<file path="src/rtl/disp_colour_out.sv">
// Display output stage: converts system colour depth to board colour depth,
// applies frame-synchronous output modes and delays sync/enable so that every
// output appears exactly PIPE cycles after the corresponding input sample.
module disp_colour_out #(
    parameter int BPC_IN    = 5,
    parameter int BPC_OUT   = 8,
    parameter int CORDW     = 16,
    parameter int PIPE      = 2,
    parameter int BAR_W     = 80,
    parameter int SYNC_IDLE = 1
) (
    input  logic               clk,
    input  logic               rst,
    input  logic               disp_hsync,
    input  logic               disp_vsync,
    input  logic               disp_de,
    input  logic               disp_frame,
    input  logic [BPC_IN-1:0]  disp_r,
    input  logic [BPC_IN-1:0]  disp_g,
    input  logic [BPC_IN-1:0]  disp_b,
    input  logic [1:0]         cfg_mode,
    input  logic               cfg_we,
    output logic [BPC_OUT-1:0] board_r,
    output logic [BPC_OUT-1:0] board_g,
    output logic [BPC_OUT-1:0] board_b,
    output logic               out_hsync,
    output logic               out_vsync,
    output logic               out_de,
    output logic [1:0]         mode_active
);

    localparam logic SYNC_RST = (SYNC_IDLE != 0);

    typedef enum logic [1:0] {
        MODE_NORMAL = 2'd0,
        MODE_BLACK  = 2'd1,
        MODE_BARS   = 2'd2,
        MODE_TRUNC  = 2'd3
    } mode_t;

    mode_t mode_q;
    mode_t pend_q;

    // Mode register: requests are staged and only take effect at frame start
    always_ff @(posedge clk) begin
        if (rst) begin
            mode_q <= MODE_NORMAL;
            pend_q <= MODE_NORMAL;
        end else begin
            if (cfg_we) begin
                pend_q <= mode_t'(cfg_mode);
            end
            if (disp_frame) begin
                mode_q <= cfg_we ? mode_t'(cfg_mode) : pend_q;
            end
        end
    end

    assign mode_active = mode_q;

    // Colour bar position: sub-counter within a bar and saturating bar index
    logic [CORDW-1:0] bar_cnt;
    logic [2:0]       bar_idx;

    always_ff @(posedge clk) begin
        if (rst || !disp_de) begin
            bar_cnt <= '0;
            bar_idx <= '0;
        end else if (bar_cnt == CORDW'(BAR_W - 1)) begin
            bar_cnt <= '0;
            if (bar_idx != 3'd7) begin
                bar_idx <= bar_idx + 3'd1;
            end
        end else begin
            bar_cnt <= bar_cnt + CORDW'(1);
        end
    end

    logic [BPC_OUT-1:0] conv_r;
    logic [BPC_OUT-1:0] conv_g;
    logic [BPC_OUT-1:0] conv_b;

    if (BPC_OUT >= BPC_IN) begin : g_widen
        localparam int REP = (BPC_OUT + BPC_IN - 1) / BPC_IN;

        // Repeat the input MSB-first and keep the top BPC_OUT bits
        function automatic logic [BPC_OUT-1:0] widen(input logic [BPC_IN-1:0] c);
            logic [REP*BPC_IN-1:0] rep;
            rep = {REP{c}};
            return BPC_OUT'(rep >> (REP * BPC_IN - BPC_OUT));
        endfunction

        // Widening is identical in NORMAL and TRUNC
        always_comb begin
            conv_r = widen(disp_r);
            conv_g = widen(disp_g);
            conv_b = widen(disp_b);
        end
    end else begin : g_narrow
        localparam int D  = BPC_IN - BPC_OUT;
        localparam int SH = (D >= 2) ? D - 2 : 0;

        logic       x_par;
        logic       y_par;
        logic       de_d;
        logic [1:0] bayer;
        logic [BPC_IN:0] thr;

        // Add threshold, saturate on carry, drop the D low bits
        function automatic logic [BPC_OUT-1:0] narrow(input logic [BPC_IN-1:0] c,
                                                      input logic [BPC_IN:0]   t);
            logic [BPC_IN:0] s;
            s = {1'b0, c} + t;
            return s[BPC_IN] ? '1 : BPC_OUT'(s >> D);
        endfunction

        // Pixel/line parity for the 2x2 ordered dither
        always_ff @(posedge clk) begin
            if (rst) begin
                x_par <= 1'b0;
                y_par <= 1'b0;
                de_d  <= 1'b0;
            end else begin
                x_par <= disp_de ? ~x_par : 1'b0;
                de_d  <= disp_de;
                if (disp_frame) begin
                    y_par <= 1'b0;
                end else if (de_d && !disp_de) begin
                    y_par <= ~y_par;
                end
            end
        end

        // Bayer threshold scaled to the number of dropped bits; zero in TRUNC
        always_comb begin
            case ({y_par, x_par})
                2'b00:   bayer = 2'd0;
                2'b01:   bayer = 2'd2;
                2'b10:   bayer = 2'd3;
                default: bayer = 2'd1;
            endcase
            thr = '0;
            if (mode_q != MODE_TRUNC) begin
                if (D >= 2) begin
                    thr = (BPC_IN+1)'(bayer) << SH;
                end else begin
                    thr = (BPC_IN+1)'(bayer >> 1);
                end
            end
        end

        // Dithered or truncated narrowing of each channel
        always_comb begin
            conv_r = narrow(disp_r, thr);
            conv_g = narrow(disp_g, thr);
            conv_b = narrow(disp_b, thr);
        end
    end

    logic [BPC_OUT-1:0] col_r;
    logic [BPC_OUT-1:0] col_g;
    logic [BPC_OUT-1:0] col_b;

    // Output colour per mode; blanking forces black in every mode
    always_comb begin
        col_r = '0;
        col_g = '0;
        col_b = '0;
        if (disp_de) begin
            case (mode_q)
                MODE_NORMAL, MODE_TRUNC: begin
                    col_r = conv_r;
                    col_g = conv_g;
                    col_b = conv_b;
                end
                MODE_BARS: begin
                    col_r = {BPC_OUT{bar_idx[2]}};
                    col_g = {BPC_OUT{bar_idx[1]}};
                    col_b = {BPC_OUT{bar_idx[0]}};
                end
                default: begin
                    col_r = '0;
                    col_g = '0;
                    col_b = '0;
                end
            endcase
        end
    end

    logic [BPC_OUT-1:0] pipe_r  [PIPE];
    logic [BPC_OUT-1:0] pipe_g  [PIPE];
    logic [BPC_OUT-1:0] pipe_b  [PIPE];
    logic               pipe_hs [PIPE];
    logic               pipe_vs [PIPE];
    logic               pipe_de [PIPE];

    // Delay line: stage 0 captures the input sample, last stage drives the outputs
    always_ff @(posedge clk) begin
        if (rst) begin
            for (int unsigned i = 0; i < unsigned'(PIPE); i++) begin
                pipe_r[i]  <= '0;
                pipe_g[i]  <= '0;
                pipe_b[i]  <= '0;
                pipe_hs[i] <= SYNC_RST;
                pipe_vs[i] <= SYNC_RST;
                pipe_de[i] <= 1'b0;
            end
        end else begin
            pipe_r[0]  <= col_r;
            pipe_g[0]  <= col_g;
            pipe_b[0]  <= col_b;
            pipe_hs[0] <= disp_hsync;
            pipe_vs[0] <= disp_vsync;
            pipe_de[0] <= disp_de;
            for (int unsigned i = 1; i < unsigned'(PIPE); i++) begin
                pipe_r[i]  <= pipe_r[i-1];
                pipe_g[i]  <= pipe_g[i-1];
                pipe_b[i]  <= pipe_b[i-1];
                pipe_hs[i] <= pipe_hs[i-1];
                pipe_vs[i] <= pipe_vs[i-1];
                pipe_de[i] <= pipe_de[i-1];
            end
        end
    end

    assign board_r   = pipe_r[PIPE-1];
    assign board_g   = pipe_g[PIPE-1];
    assign board_b   = pipe_b[PIPE-1];
    assign out_hsync = pipe_hs[PIPE-1];
    assign out_vsync = pipe_vs[PIPE-1];
    assign out_de    = pipe_de[PIPE-1];

endmodule
</file>
<file path="config.mk">
export PLATFORM = sky130hd
export DESIGN_NAME = disp_colour_out
export DESIGN_NICKNAME = d
export VERILOG_FILES = /design/src/rtl/disp_colour_out.sv
export SDC_FILE = /design/constraint.sdc
export NUM_CORES = 1
export LEC_CHECK = 0
export CORE_MARGIN = 5
export CORE_UTILIZATION = 48
export CTS_CLUSTER_DIAMETER = 60
export DETAILED_ROUTE_END_ITERATION = 16
export PLACE_DENSITY = 0.89
export REMOVE_ABC_BUFFERS = 1
export SLEW_MARGIN = 20
export SYNTH_ARGS = -nofsm -noshare
export SYNTH_HDL_FRONTEND = slang
export SYNTH_SLANG_ARGS = --single-unit
export TNS_END_PERCENT = 100
</file>
<file path="constraint.sdc">
create_clock -name clk -period 2.3 [get_ports clk]
set_input_delay 0.46 -clock clk [delete_from_list [all_inputs] [get_ports clk]]
set_output_delay 0.46 -clock clk [all_outputs]
set_load 0.03 [all_outputs]
</file>
## Word level (Yosys, flattened, before mapping)

Memory sizes are Yosys's and may differ from the RTL's.
Cells that the tools add are included.

| storage, ports and cells | value |
|---|---|
| output and inout port bits | 29 |
| RAM bits | 54 |
| flip-flop bits (word level) | 23 |
| memories | 6 |

Memory list:

| memory | depth | width | rd ports | clocked after Yosys merged registers in | write ports | line | text |
|---|---|---|---|---|---|---|---|
| pipe_b | 2 | 8 | 2 | 0 | 2 | 192 | `logic [BPC_OUT-1:0] pipe_b [PIPE];` |
| pipe_g | 2 | 8 | 2 | 0 | 2 | 191 | `logic [BPC_OUT-1:0] pipe_g [PIPE];` |
| pipe_r | 2 | 8 | 2 | 0 | 2 | 190 | `logic [BPC_OUT-1:0] pipe_r [PIPE];` |
| pipe_de | 2 | 1 | 2 | 0 | 2 | 195 | `logic pipe_de [PIPE];` |
| pipe_hs | 2 | 1 | 2 | 0 | 2 | 193 | `logic pipe_hs [PIPE];` |
| pipe_vs | 2 | 1 | 2 | 0 | 2 | 194 | `logic pipe_vs [PIPE];` |

| operators by class | value |
|---|---|
| bitwise gates (word level) | 12 |
| add/sub/neg operators | 2 |
| reduce and logical (&&, ||, !) cells | 6 |
| muxes and demuxes | 22 |
| equal/unequal tests | 4 |

Operators with widths:

| kind | number |
|---|---|
| two-way mux 8 bit | 9 |
| one-hot mux 8 bit (2 select lines) | 3 |
| adder 16 x 1 -> 16 bit (second input constant) | 1 |
| equality test 16 x 7 -> 1 bit (second input constant) | 1 |
| OR 1 bit | 12 |
| two-way mux 1 bit | 9 |
| equality test 2 bit (second input constant) | 2 |
| OR reduction 2 bit | 2 |
| adder 3 x 1 -> 3 bit (second input constant) | 1 |
| != test 3 bit (second input constant) | 1 |
| logical NOT 2 bit | 1 |
| two-way mux 2 bit | 1 |
| AND reduction 2 bit | 1 |
| logical NOT 1 bit | 1 |
| logical OR 1 bit | 1 |

## Longest topological paths before layout

| logic depth | value |
|---|---|
| depth in word-level cells | 5 |
| depth in mapped cells | 6 |

## Least setup slack after synthesis

Ideal clock, no wire load.

| timing path | value |
|---|---|
| path kind | flip-flop to flip-flop |
| start | reg bar_cnt[5] |
| end | reg bar_cnt[10] |
| path buffers | 1 |
| data arrival time | 1.490 ns |
| required time | 2.185 ns |
| setup slack | 0.695 ns |
| cell stages (with the launch flop) | 6 |
| path through | dfxtp_1 -> or4_1 -> nor4_2 -> nand2b_2 -> buf_6 -> nor2_1 |

| between the ends | value |
|---|---|
| longest elaborated chain between the ends | 2 |
| elaborated cells between the ends (all ways) | 3 |
| classes of those cells | 1 x add/sub; 1 x eq/ne; 1 x reduce/logical |

Ends and longest elaborated chain:

| what | line | text |
|---|---|---|
| from (decl) | 62 | `logic [CORDW-1:0] bar_cnt;` |
| from (signal assigned) | 75 | `bar_cnt <= bar_cnt + CORDW'(1);` |
| parallel branches: the longest is 2 deep, another holds adder 16 x 1 -> 16 bit | -- |  |

Parallel ways; which one is timed is not known.
A chain may end at the register's enable or synchronous reset.

## Worst setup path in the final report

| timing path | value |
|---|---|
| start | reg mode_q[0], in the netlist mode_active[0] |
| end | out mode_active[0] |

RTL lines:

| what | line | text |
|---|---|---|
| from (decl) | 41 | `mode_t mode_q;` |
| from (signal assigned) | 54 | `mode_q <= cfg_we ? mode_t'(cfg_mode) : pend_q;` |
| to (decl) | 29 | `output logic [1:0] mode_active` |

No word-level cell between the ends.

==> results.cfg <==
[cts]
cts_buffer_depth = 2
hold_buffers = 0
numCtsBuffers = 9
htree_num_levels = 3
cts_setup_buffers = 0
root_buffer = clkbuf_8
numClockSinks = 59
clock_latency_ns = 0.33
cts_resized = 0
cts_tree = built
clk_pin_slew_ns = 0.06

[floorplan]
io_pins = 53
dieHeight_um = 77.97
initial_core_util_pct = 50.23
rows = 24
dieArea_mm2 = 0.006079
die_width_um = 77.97
design.core.area_mm2 = 0.004414

[sta]
fin_skew_ns = 0.004628
finalSetupViolations = 0
rsz0062_at_grt = false
maxSlewViolCount = 0
max_freq_ghz = 0.5343
worst_slew_pin_slew_ns = 0.5890
whs_ns = 0.4086
finalSetupTns_ns = 0
maxSlewHeadroom_pct = 60.73
period_share_pct = 81.38
hold_violations = 0
final.min_clock_period_ns = 1.872

[drt]
met2WireLength_um = 1898
via_count = 1565
drt_iter0_markers = 53
dr.pass1.iters = 4
wl_met3_um = 241
drt-wirelength-per-cell_um = 12.83
avgViaCountPerCell = 4.875
drtAntennaViolNets = 0
dr.max_layer_used = met4
drc_errors = 0
wl_um = 4117
wl_met1_um = 1807

[place]
numPortBuffers = 52
place_congestion = 0.7402
hpwl_um = 2933

[final_layout]
fin_nets = 294
diodes = 0
fillers = 341
drive_above_1_share_pct = 8.922
synthToLayoutAreaGrowth_pct = 29.46

[yosys]
synth-compound-area-share_pct = 4.628
synth_cells = 230
yosysMostFrequentCell = dfxtp_1
synth_xor_area_share_pct = 5.135
yosys.area_share.simple_pct = 21.39
synth_top_area_share_pct = 53.27
synth_warnings = 0
synth_top_area_cell = dfxtp_1
synth-edff-count = 0
postSynthAreaPerCell_um2 = 9.640
synth_flop_cell = dfxtp_1
synthAdderAreaFrac_pct = 2.822
synth_area_mm2 = 0.002217
synth_top_family_by_area = simple AND/OR/NAND/NOR gates
ys_seq_area_share_pct = 53.27
synthMuxAreaShare_pct = 2.257
synth-seq-cells = 59
ys_types = 28
synth_area_leaders = dfxtp_1 (53%), buf_4 (8.1%), nor2b_1 (4.8%), nand2_1 (4.4%), xnor2_1 (4.3%)
synth_common_cells = dfxtp_1 (59), nand2_1 (26), buf_4 (24)
synth-async-reset-ratio_pct = 0

[global_route]
grt_use_total_pct = 14.63
antenna_found_initial = 0
grt-ovfl-total = 0
grt_pass1_wl_um = 6934
grt_pass1_vias = 1508
grt_max_degree = 25

[critical_path]
crit_path_start_kind = flop
required_ns = 1.84
crit_start = mode_active[0]
slowest_delay_ns = 0.70
crit_path_end = mode_active[0]
r2r-start = bar_cnt[5]
crit_arrival_ns = 1.41
critPathTopFamily = buffers and inverters
r2r-end = bar_cnt[5]
reg2reg_depth = 4
crit_cells = 1
critical_path_class = flop to output pin
worst-path-max-fanout = 4
worstPathCellList = clkdlybuf4s50_1
worstSetupEndpointType = output pin
rrSetupSlack_ns = 0.53
crit_path_top_delay_cell = clkdlybuf4s50_1
crit_buf_inv = 1

[pwr]
p_per_area_mw_per_mm2 = 861.3
leakage_nw = 1.086
peakVddDrop_v = 0.0006369

[hold_path]
hp-class = flop to flop

[run]
drv_cap = 0

[outcome]
status = finished, final reports clean
-- through the flow --
step	setup WS, ns	area, um^2	std cells	util (%)	total power [mW]
after CTS	0.4103	2870	321	65.02	2.495
after detailed placement	0.3921	2608	306	59.07	1.259
final	0.4282	2870	321	65.02	2.472
after global routing	0.3560	2870	321	65.02	2.564
after floorplan	0.7247	2007	200	-	1.165
after global placement	0.4941	2608	306	59.07	1.254
-- layout make-up --
class	count	area, um^2	area share, %
Sequential cell	59	1181	41.15
Multi-Input combinational cell	135	803.3	27.99
Timing Repair Buffer	54	535.5	18.66
Clock buffer	10	137.6	4.795
Clock inverter	5	125.1	4.359
Tap cell	52	65.06	2.267
Inverter	6	22.52	0.7847
-- layout by cell type (no fill, tap or decap), drive strengths merged, types with 6 or more instances in the layout --
master and count:
nor2b 17, dfxtp 59, nor2 20, clkbuf 10, clkdlybuf4s50 52, xnor2 11
nand2 26, inv 6, a21oi 16
-- registers in the layout (all words and copies together), names as in the netlist --
register	cells
bar_cnt	16
pipe_b	10
pipe_g	10
pipe_r	10
bar_idx	3
mode_active	2
pend_q	2
pipe_de	2
pipe_hs	2
pipe_vs	2
-- kinds of logic after synthesis --
logic type	after synthesis
AOI/OAI and AO/OA	19
DFF	59
muxes	5
and+or+nand+nor	93
xor gates and xnor gates	13
adders and majority gates	5
buffers and inverters	36
-- per-layer routing --
metal	vias up	global-route usage, %
li1	794	-
met1	707	16.71
met2	48	22.20
met3	16	4.977
met4	0	11.49
met5	-	0
-- how the worst min path moves through the flow --
stage | start | to | slack [ns] | depth (start not counted)
after floorplan | pipe_hs[0][0] | pipe_hs[0][1] | 0.39 | 1
after global placement | pipe_hs[0][0] | pipe_hs[0][1] | 0.39 | 1
after detailed placement | pipe_vs[0][0] | pipe_vs[0][1] | 0.40 | 1
after CTS | pipe_vs[0][0] | pipe_vs[0][1] | 0.41 | 1
after global routing | pipe_vs[0][0] | pipe_vs[0][1] | 0.43 | 1
final | pipe_vs[0][0] | pipe_vs[0][1] | 0.41 | 1
-- power by group --
part | switching (mW) | internal [mW]
logic | 0.0891 | 0.0854
clock network | 0.385 | 0.851
registers | 0.0104 | 1.05
total | 0.485 | 1.99
Power figures use the tool's default switching activity.
